### config.mk
export PLATFORM = sky130hd
export DESIGN_NAME = alu_exec_pipe
export DESIGN_NICKNAME = d
export VERILOG_FILES = /design/src/rtl/alu_exec_pipe.sv
export SDC_FILE = /design/constraint.sdc
export NUM_CORES = 1
export LEC_CHECK = 0
export BUFFER_PORTS_ARGS = -buffer_cell sky130_fd_sc_hd__buf_2
export CORE_MARGIN = 3
export CORE_UTILIZATION = 24
export DETAILED_ROUTE_END_ITERATION = 7
export PLACE_DENSITY_LB_ADDON = 0.05
export SYNTH_ARGS = -nofsm -noshare
export SYNTH_HDL_FRONTEND = slang
export SYNTH_SLANG_ARGS = --single-unit
### constraint.sdc
create_clock -name clk_i -period 3.7 [get_ports clk_i]
set_clock_uncertainty 0.1 [all_clocks]
set_input_delay 0.37 -clock clk_i [delete_from_list [all_inputs] [get_ports clk_i]]
set_output_delay 0.37 -clock clk_i [all_outputs]
set_load 0.005 [all_outputs]
### src/rtl/alu_exec_pipe.sv
// alu_exec_pipe: two-stage pipelined ALU execute stage.
//
// Stage 1 holds the accepted op and its operands. Stage 2 holds the
// computed result and flags, and drives the outputs directly, so nothing
// combinational runs from the op inputs to the outputs. Both stages
// advance under valid/ready, which gives one op per cycle when the
// consumer keeps up and loses nothing when it stalls.
//
// Ports:
//   clk_i, rst_i        clock, asynchronous active-high reset
//   in_valid_i/in_ready_o   upstream handshake
//   alu_op_i, op_a_i, op_b_i  op code and operands (sampled on accept only)
//   out_valid_o/out_ready_i downstream handshake
//   result_o, carry_o, zero_o, overflow_o, illegal_op_o  stage-2 outputs
module alu_exec_pipe #(
    parameter int DATA_WIDTH  = 16,
    parameter int SHAMT_WIDTH = 4
) (
    input  logic                  clk_i,
    input  logic                  rst_i,
    input  logic                  in_valid_i,
    output logic                  in_ready_o,
    input  logic [3:0]            alu_op_i,
    input  logic [DATA_WIDTH-1:0] op_a_i,
    input  logic [DATA_WIDTH-1:0] op_b_i,
    output logic                  out_valid_o,
    input  logic                  out_ready_i,
    output logic [DATA_WIDTH-1:0] result_o,
    output logic                  carry_o,
    output logic                  zero_o,
    output logic                  overflow_o,
    output logic                  illegal_op_o
);

    localparam logic [3:0] OP_ADD = 4'b0000;
    localparam logic [3:0] OP_SUB = 4'b0001;
    localparam logic [3:0] OP_OR  = 4'b0010;
    localparam logic [3:0] OP_AND = 4'b0011;
    localparam logic [3:0] OP_SHL = 4'b0100;
    localparam logic [3:0] OP_SHR = 4'b0101;

    localparam int W = DATA_WIDTH;

    logic            s1_valid_q, s1_valid_d;
    logic [3:0]      s1_op_q;
    logic [W-1:0]    s1_a_q, s1_b_q;

    logic            s2_valid_q;
    logic [W-1:0]    result_q, result_d;
    logic            carry_q, carry_d;
    logic            zero_q, zero_d;
    logic            overflow_q, overflow_d;
    logic            illegal_q, illegal_d;

    logic            s2_adv, s1_adv, in_fire;

    logic [SHAMT_WIDTH-1:0] shamt;
    logic [W:0]             sum_w, diff_w, shl_w, shr_w;

    always_comb begin
        s2_adv     = !s2_valid_q || out_ready_i;
        s1_adv     = !s1_valid_q || s2_adv;
        in_fire    = in_valid_i && s1_adv;
        s1_valid_d = s1_adv ? in_valid_i : s1_valid_q;
    end

    assign in_ready_o = s1_adv;

    always_ff @(posedge clk_i or posedge rst_i) begin
        if (rst_i) begin
            s1_valid_q <= 1'b0;
            s1_op_q    <= '0;
            s1_a_q     <= '0;
            s1_b_q     <= '0;
        end else begin
            s1_valid_q <= s1_valid_d;
            if (in_fire) begin
                s1_op_q <= alu_op_i;
                s1_a_q  <= op_a_i;
                s1_b_q  <= op_b_i;
            end
        end
    end

    // Shifts are done one bit wider so the bit pushed out lands in a fixed
    // position: bit W for SHL, bit 0 for SHR. With a zero shift that bit is
    // the zero padding, which gives carry = 0 for free.
    always_comb begin
        shamt  = s1_b_q[SHAMT_WIDTH-1:0];
        sum_w  = {1'b0, s1_a_q} + {1'b0, s1_b_q};
        diff_w = {1'b0, s1_a_q} - {1'b0, s1_b_q};
        shl_w  = {1'b0, s1_a_q} << shamt;
        shr_w  = {s1_a_q, 1'b0} >> shamt;

        // Undefined op codes fall through to these ADD defaults.
        result_d   = sum_w[W-1:0];
        carry_d    = sum_w[W];
        overflow_d = (s1_a_q[W-1] == s1_b_q[W-1]) && (sum_w[W-1] != s1_a_q[W-1]);
        illegal_d  = 1'b0;

        case (s1_op_q)
            OP_ADD: ;
            OP_SUB: begin
                result_d   = diff_w[W-1:0];
                carry_d    = diff_w[W];
                overflow_d = (s1_a_q[W-1] != s1_b_q[W-1]) && (diff_w[W-1] != s1_a_q[W-1]);
            end
            OP_OR: begin
                result_d   = s1_a_q | s1_b_q;
                carry_d    = 1'b0;
                overflow_d = 1'b0;
            end
            OP_AND: begin
                result_d   = s1_a_q & s1_b_q;
                carry_d    = 1'b0;
                overflow_d = 1'b0;
            end
            OP_SHL: begin
                result_d   = shl_w[W-1:0];
                carry_d    = shl_w[W];
                overflow_d = 1'b0;
            end
            OP_SHR: begin
                result_d   = shr_w[W:1];
                carry_d    = shr_w[0];
                overflow_d = 1'b0;
            end
            default: illegal_d = 1'b1;
        endcase

        zero_d = (result_d == '0);
    end

    always_ff @(posedge clk_i or posedge rst_i) begin
        if (rst_i) begin
            s2_valid_q <= 1'b0;
            result_q   <= '0;
            carry_q    <= 1'b0;
            zero_q     <= 1'b0;
            overflow_q <= 1'b0;
            illegal_q  <= 1'b0;
        end else if (s2_adv) begin
            s2_valid_q <= s1_valid_q;
            if (s1_valid_q) begin
                result_q   <= result_d;
                carry_q    <= carry_d;
                zero_q     <= zero_d;
                overflow_q <= overflow_d;
                illegal_q  <= illegal_d;
            end
        end
    end

    assign out_valid_o  = s2_valid_q;
    assign result_o     = result_q;
    assign carry_o      = carry_q;
    assign zero_o       = zero_q;
    assign overflow_o   = overflow_q;
    assign illegal_op_o = illegal_q;

endmodule

# Word-level counts from Yosys, hierarchy flattened
# Index checks and enable logic that the tools add are counted.
[op_classes] muxes=4 bitwise=2 shift=2 n_eq_ne=9 reduce_logical=13 addsub=2
[ops] op="16-bit one-hot mux with 5 select lines" n=1
[ops] op="16-bit by 16-bit adder with 17-bit output" n=1
[ops] op="16-bit by 4-bit << shifter with 17-bit output" n=1
[ops] op="17-bit by 4-bit >> shifter with 17-bit output" n=1
[ops] op="16-bit by 16-bit subtractor with 17-bit output" n=1
[ops] op="16-bit bitwise AND" n=1
[ops] op="16-bit zero test" n=1
[ops] op="16-bit bitwise OR" n=1
[ops] op="4-bit by 2-bit equality test with 1-bit output (second input constant)" n=2
[ops] op="4-bit by 3-bit equality test with 1-bit output (second input constant)" n=2
[ops] op="6-bit OR reduction" n=1
[ops] op="4-bit by 1-bit equality test with 1-bit output (second input constant)" n=1
[ops] op="4-bit zero test" n=1
[ops] op="1-bit one-hot mux with 4 select lines" n=1
[ops] op="4-bit OR reduction" n=1
[ops] op="1-bit logical AND" n=3
[ops] op="1-bit != test" n=3
[ops] op="1-bit zero test" n=2
[ops] op="1-bit logical OR" n=2
[ops] op="1-bit one-hot mux with 2 select lines" n=1
[ops] op="2-bit AND reduction" n=1
[ops] op="2-bit OR reduction" n=1
[ops] op="1-bit equality test" n=1
[ops] op="1-bit 2-to-1 mux" n=1
[word_totals] register_bits=58 wordCells=42 out_inout_bits=22

# Logic depth before layout (Yosys ltp)
[depth] word_depth=4 ltp_mapped=14 ltp_nobuf=13

# Worst setup path after synthesis
# OpenSTA, ideal clock, no wires.
[synth_path] path_kind="reg2reg" from="register s1_b_q[2]" to="register zero_q (netlist: zero_o)" setup_time_ns=0.092 stages_incl_launch_ff=15 setup_slack_ns=0.084 t_arrival_ns=3.424 n_path_buf=3 path_cell_list="dfrtp_1 > clkbuf_1 > clkinv_1 > buf_1 > ha_1 > buf_6 > a21o_1 > o2bb2ai_2 > o41a_4 > a311oi_4 > o31ai_2 > a221o_1 > a211oi_2 > nand4_1 > o31ai_2"
[synth_via] elab_chain_cells=3 elab_cells_between_ends=8 cone_classes="add/sub: 2; shift: 2; mux: 1; bitwise: 2; reduce/logical: 1"
[synth_rtl] item="from (decl)" line="46" rtl="logic [W-1:0] s1_a_q, s1_b_q;"
[synth_rtl] item="from (signal assigned)" line="80" rtl="s1_b_q <= op_b_i;"
[synth_rtl] item="16-bit by 16-bit adder with 17-bit output, or another cell as far along" line="90" rtl="sum_w = {1'b0, s1_a_q} + {1'b0, s1_b_q};"
[synth_rtl] item="16-bit one-hot mux with 5 select lines *" line="101" rtl="case (s1_op_q)"
[synth_rtl] item="16-bit zero test *" line="131" rtl="zero_d = (result_d == '0);"
[synth_rtl] item="to (signal assigned)" line="147" rtl="zero_q <= zero_d;"
[synth_rtl] item="to (decl)" line="51" rtl="logic zero_q, zero_d;"
# Every way passes the cells marked *; elsewhere a longest branch is shown, timed or not.
# A chain may end at the register's enable or synchronous reset.

# Final worst setup path
[layout_path] from="register s1_a_q[0]" to="register zero_q (netlist: zero_o)"
[layout_via] elab_chain_cells=3 elab_cells_between_ends=8 cone_classes="add/sub: 2; shift: 2; mux: 1; bitwise: 2; reduce/logical: 1"
[layout_rtl] item="from (decl)" line="46"
[layout_rtl] item="from (signal assigned)" line="79" rtl="s1_a_q <= op_a_i;"
[layout_rtl] item="16-bit by 16-bit adder with 17-bit output, or another cell as far along" line="90"
[layout_rtl] item="16-bit one-hot mux with 5 select lines *" line="101"
[layout_rtl] item="16-bit zero test *" line="131"
# Marks and branches as above.

==> run_results.csv <==
group,metric,value,unit
outcome,result_of_the_run,"complete, no violations",
die,die_height,163,µm
worst_setup_path,cp_slowest_cell,"sky130_fd_sc_hd__fa_1",
place,dp_cells,1046,
clocking,tritoncts.num_buffers,9,
synth,synth_adder_area_share,0.110,
synth,ys_async_sr_fraction,1.00,
worst_setup_path,worstRegToRegCells,11,
layout,multiInputGateArea,4090,µm²
grt,antenna_found_initial,0,
power,cellLeakagePower,0.00308,µW
sta,final-max-slew-violation-count,0,
synth,synth_area_leader_cell,"sky130_fd_sc_hd__dfrtp_1",
power,power_per_cell_area,555,nW/µm²
route,wl_met1,11000,µm
layout,seq_area,1450,µm²
synth,synth_seq_area_share,0.246,
worst_setup_path,cp_common_cell,"sky130_fd_sc_hd__o31ai_2",
run,max_cap_violations,0,
worst_setup_path,reg2reg_to,"zero_o$_DFFE_PP0P_",
worst_setup_path,delay_of_the_slowest_critical_path_stage,450,ps
route,topRoutingLayerUsed,"met4",
place,finalWeightedCongestion,0.870,
worst_setup_path,path_cells,"ha_1, fa_1, a21o_1, o2bb2ai_2, o41a_4, a311oi_4, o31ai_2, a221o_1, a211oi_2, nand4_1, o31ai_2",
grt,grt.total_usage,0.173,
layout,antennaDiodeCount,0,
sta,fin_worst_hold_slack,127,ps
place,post-dp-hpwl,18000,µm
place,number_of_buffer_cells_added_on_primary_ports,61,
synth,synth_top_area_share,0.246,
synth,netlist_instances,672,
clocking,cell_at_the_root_of_the_clock_tree,"sky130_fd_sc_hd__clkbuf_16",
clocking,insertion_delay,350,ps
layout,layoutNonFillerInstCount,1063,
synth,yosysUniqueCellTypes,79,
synth,parity_gate_share_of_the_synthesized_area_counting_xor_and_xnor_cells,0.00445,
die,core_area,23800,µm²
worst_setup_path,worst-endpoint-arrival,3670,ps
sta,finalCritPeriodShare,0.948,
worst_setup_path,regToRegSetupSlack,190,ps
synth,mux_contribution_to_synthesized_area,0.172,
clocking,clk_transition_reported_paths,60,ps
grt,grt_ovf,0,
grt,grt_pass1_vias,5376,
clocking,clkSinkCount,58,
route,met3WireLength,1230,µm
route,wire_per_inst,21.3,µm
synth,yosys-top-cells-count,"sky130_fd_sc_hd__nand2_1 (60), sky130_fd_sc_hd__dfrtp_1 (58), sky130_fd_sc_hd__mux2_2 (51)",
die,pin_count,62,
synth,synthesis.area,5910,µm²
worst_setup_path,critPathLaunch,"s1_a_q[0]$_DFFE_PP0P_",
route,drt_pass1_iterations,5,
route,detailed_route_drc_error_count,0,
worst_setup_path,crit_path_end,"zero_o$_DFFE_PP0P_",
layout,layout-drive-gt1-share,0.255,
synth,synth_flop_cell,"sky130_fd_sc_hd__dfrtp_1",
sta,worst-slew-pin-transition,937,ps
sta,setup-tns-final,0,ps
clocking,cts_hold_repair.buffers,0,
worst_setup_path,crit_required,3860,ps
route,detailed_route_via_count,5566,
synth,post_synth.cell_area_avg,8.80,µm²
worst_setup_path,crit_path_end_kind,"flop",
route,route.met2.wl,10100,µm
synth,synth.most_common_cell,"sky130_fd_sc_hd__nand2_1",
sta,worst_max_slew_margin_expressed_relative_to_the_limit,0.374,
synth,largest_family_of_logic_cells_by_synthesized_area,"compound AO/OA/AOI/OAI gates",
die,rows,56,
power,power.ir.vdd_worst,160,µV
worst_setup_path,timing_worst_setup_path_type,"reg -> reg",
layout,areaGrowthSynthToFinish,18.9,%
clocking,cts-root-to-sink-buffers,2,
synth,synth.net_count,763,
die,initial_utilization,0.248,
sta,post-route-min-period,3510,ps
layout,final.fill_count,2601,
min_path,hold_path.class,"in -> async",
die,design.die.area,26500,µm²
synth,synthSimpleGateAreaFrac,0.151,
sta,rsz0062_at_grt,"false",
worst_setup_path,critical_path.max_fanout,6,
sta,finalHoldViolations,0,
grt,first_pass_grt_wire_length,34600,µm
grt,grt_start_max_net_pins,44,
route,detail_route.wirelength,22700,µm
worst_setup_path,crit-reg2reg-launch,"s1_a_q[0]$_DFFE_PP0P_",
sta,max_clock_freq,285,MHz
route,routed_via_density,5.24,
worst_setup_path,crit_path_start_kind,"flop",
clocking,cts-htree-levels,3,
sta,setup_viol,0,
synth,postSynthRegisterBits,58,
synth,synth-compound-area-share,0.253,
synth,synth-edff-count,0,
route,first_iter_violations,396,
layout,fin_nets,830,
die,die_w,163,µm
synth,synth_warnings,0,
clocking,clock_tree_from_tritoncts,"built",
route,ant_nets,0,
synth,post_synth_main_area_contributors,"sky130_fd_sc_hd__dfrtp_1 (25%), sky130_fd_sc_hd__ha_1 (10%), sky130_fd_sc_hd__mux2_2 (9.7%)",
## layout make-up
type / count / share of cell area
Multi-Input combinational cell: 524 / 0.582
Sequential cell: 58 / 0.206
Timing Repair Buffer: 96 / 0.0826
Tap cell: 319 / 0.0568
Clock buffer: 11 / 0.0345
Inverter: 50 / 0.0267
Clock inverter: 5 / 0.0110
## how the worst min path moves through the flow
stage,startpoint,endpoint,slack [ps],cells past startpoint
after global routing,in_valid_i,s1_valid_q$_DFFE_PP0N_,130,2
final,rst_i,s1_a_q[6]$_DFFE_PP0P_,130,2
after floorplan,carry_o$_DFFE_PP0P_,carry_o$_DFFE_PP0P_,370,2
after global placement,carry_o$_DFFE_PP0P_,carry_o$_DFFE_PP0P_,360,2
after CTS,in_valid_i,s1_valid_q$_DFFE_PP0N_,120,2
after detailed placement,result_o[13]$_DFFE_PP0P_,result_o[13]$_DFFE_PP0P_,360,2
## layout by cell type (no fill, tap or decap), drive strengths merged, types with 3 or more instances in the layout
master	n
buf	96
nand2	60
dfrtp	58
mux2	56
ha	49
inv	49
o21ai	46
nor2	45
a21oi	38
mux2i	16
a211oi	13
nor3	13
nand2b	12
clkbuf	11
mux4	10
nor2b	9
o211ai	9
and2	8
a21o	8
o22ai	8
a32oi	8
o221ai	8
o31ai	8
and3	7
nor3b	6
a221oi	6
a221o	6
nand3	5
a31oi	5
nand3b	4
or2	4
a22o	4
a2111oi	4
a211o	3
o21a	3
or3	3
o21bai	3
clkinv	3
## state kept, by name, indices dropped and copies added (netlist names)
signal,count
s1_a_q,16
s1_b_q,16
out_valid_o,1
s1_op_q,4
overflow_o,1
carry_o,1
zero_o,1
s1_valid_q,1
illegal_op_o,1
result_o,16
## routing by layer
metal | GRT usage | vias to the layer above
li1 | - | 2631
met2 | 0.265 | 173
met1 | 0.254 | 2745
met4 | 0.0354 | 0
met3 | 0.0315 | 17
met5 | 0 | -
## worst max-delay path: cells and delay by family (launching register included)
| family | cells | cell delay (ps) |
|---|---|---|
| adders and majority gates | 2 | 740 |
| and+or+nand+nor | 1 | 150 |
| AOI/OAI and AO/OA | 8 | 2000 |
| DFF | 1 | 430 |
## power breakdown
group / total (µW) / internal, µW / switching [µW] / leakage, µW
combinational: 2050 / 849 / 1200 / 0.00224
clock: 937 / 606 / 331 / 0.000156
sequential: 913 / 784 / 130 / 0.000686
total: 3900 / 2240 / 1660 / 0.00308
## per-stage QoR
stage	power, µW	util	cell area, µm²	worst slack (ps)
after floorplan	2250	-	5910	84.3
after global placement	2970	0.281	6690	255
after detailed placement	2960	0.281	6690	194
after CTS	3940	0.294	7010	175
after global routing	4190	0.295	7030	32.8
final	3900	0.295	7030	192
## kinds of logic after synthesis
group           Yosys count
compound gates          205
simple gates            183
buf+inv                  90
mux                      82
flops                    58
fa+ha+maj                51
xor+xnor                  3
## timing repair
item / 4_1_cts / 5_1_grt
gates resized for setup: 0 / 2
setup endpoints to repair: 0 / 1
setup buffers: 0 / 1
(Power assumes the default switching activity.)
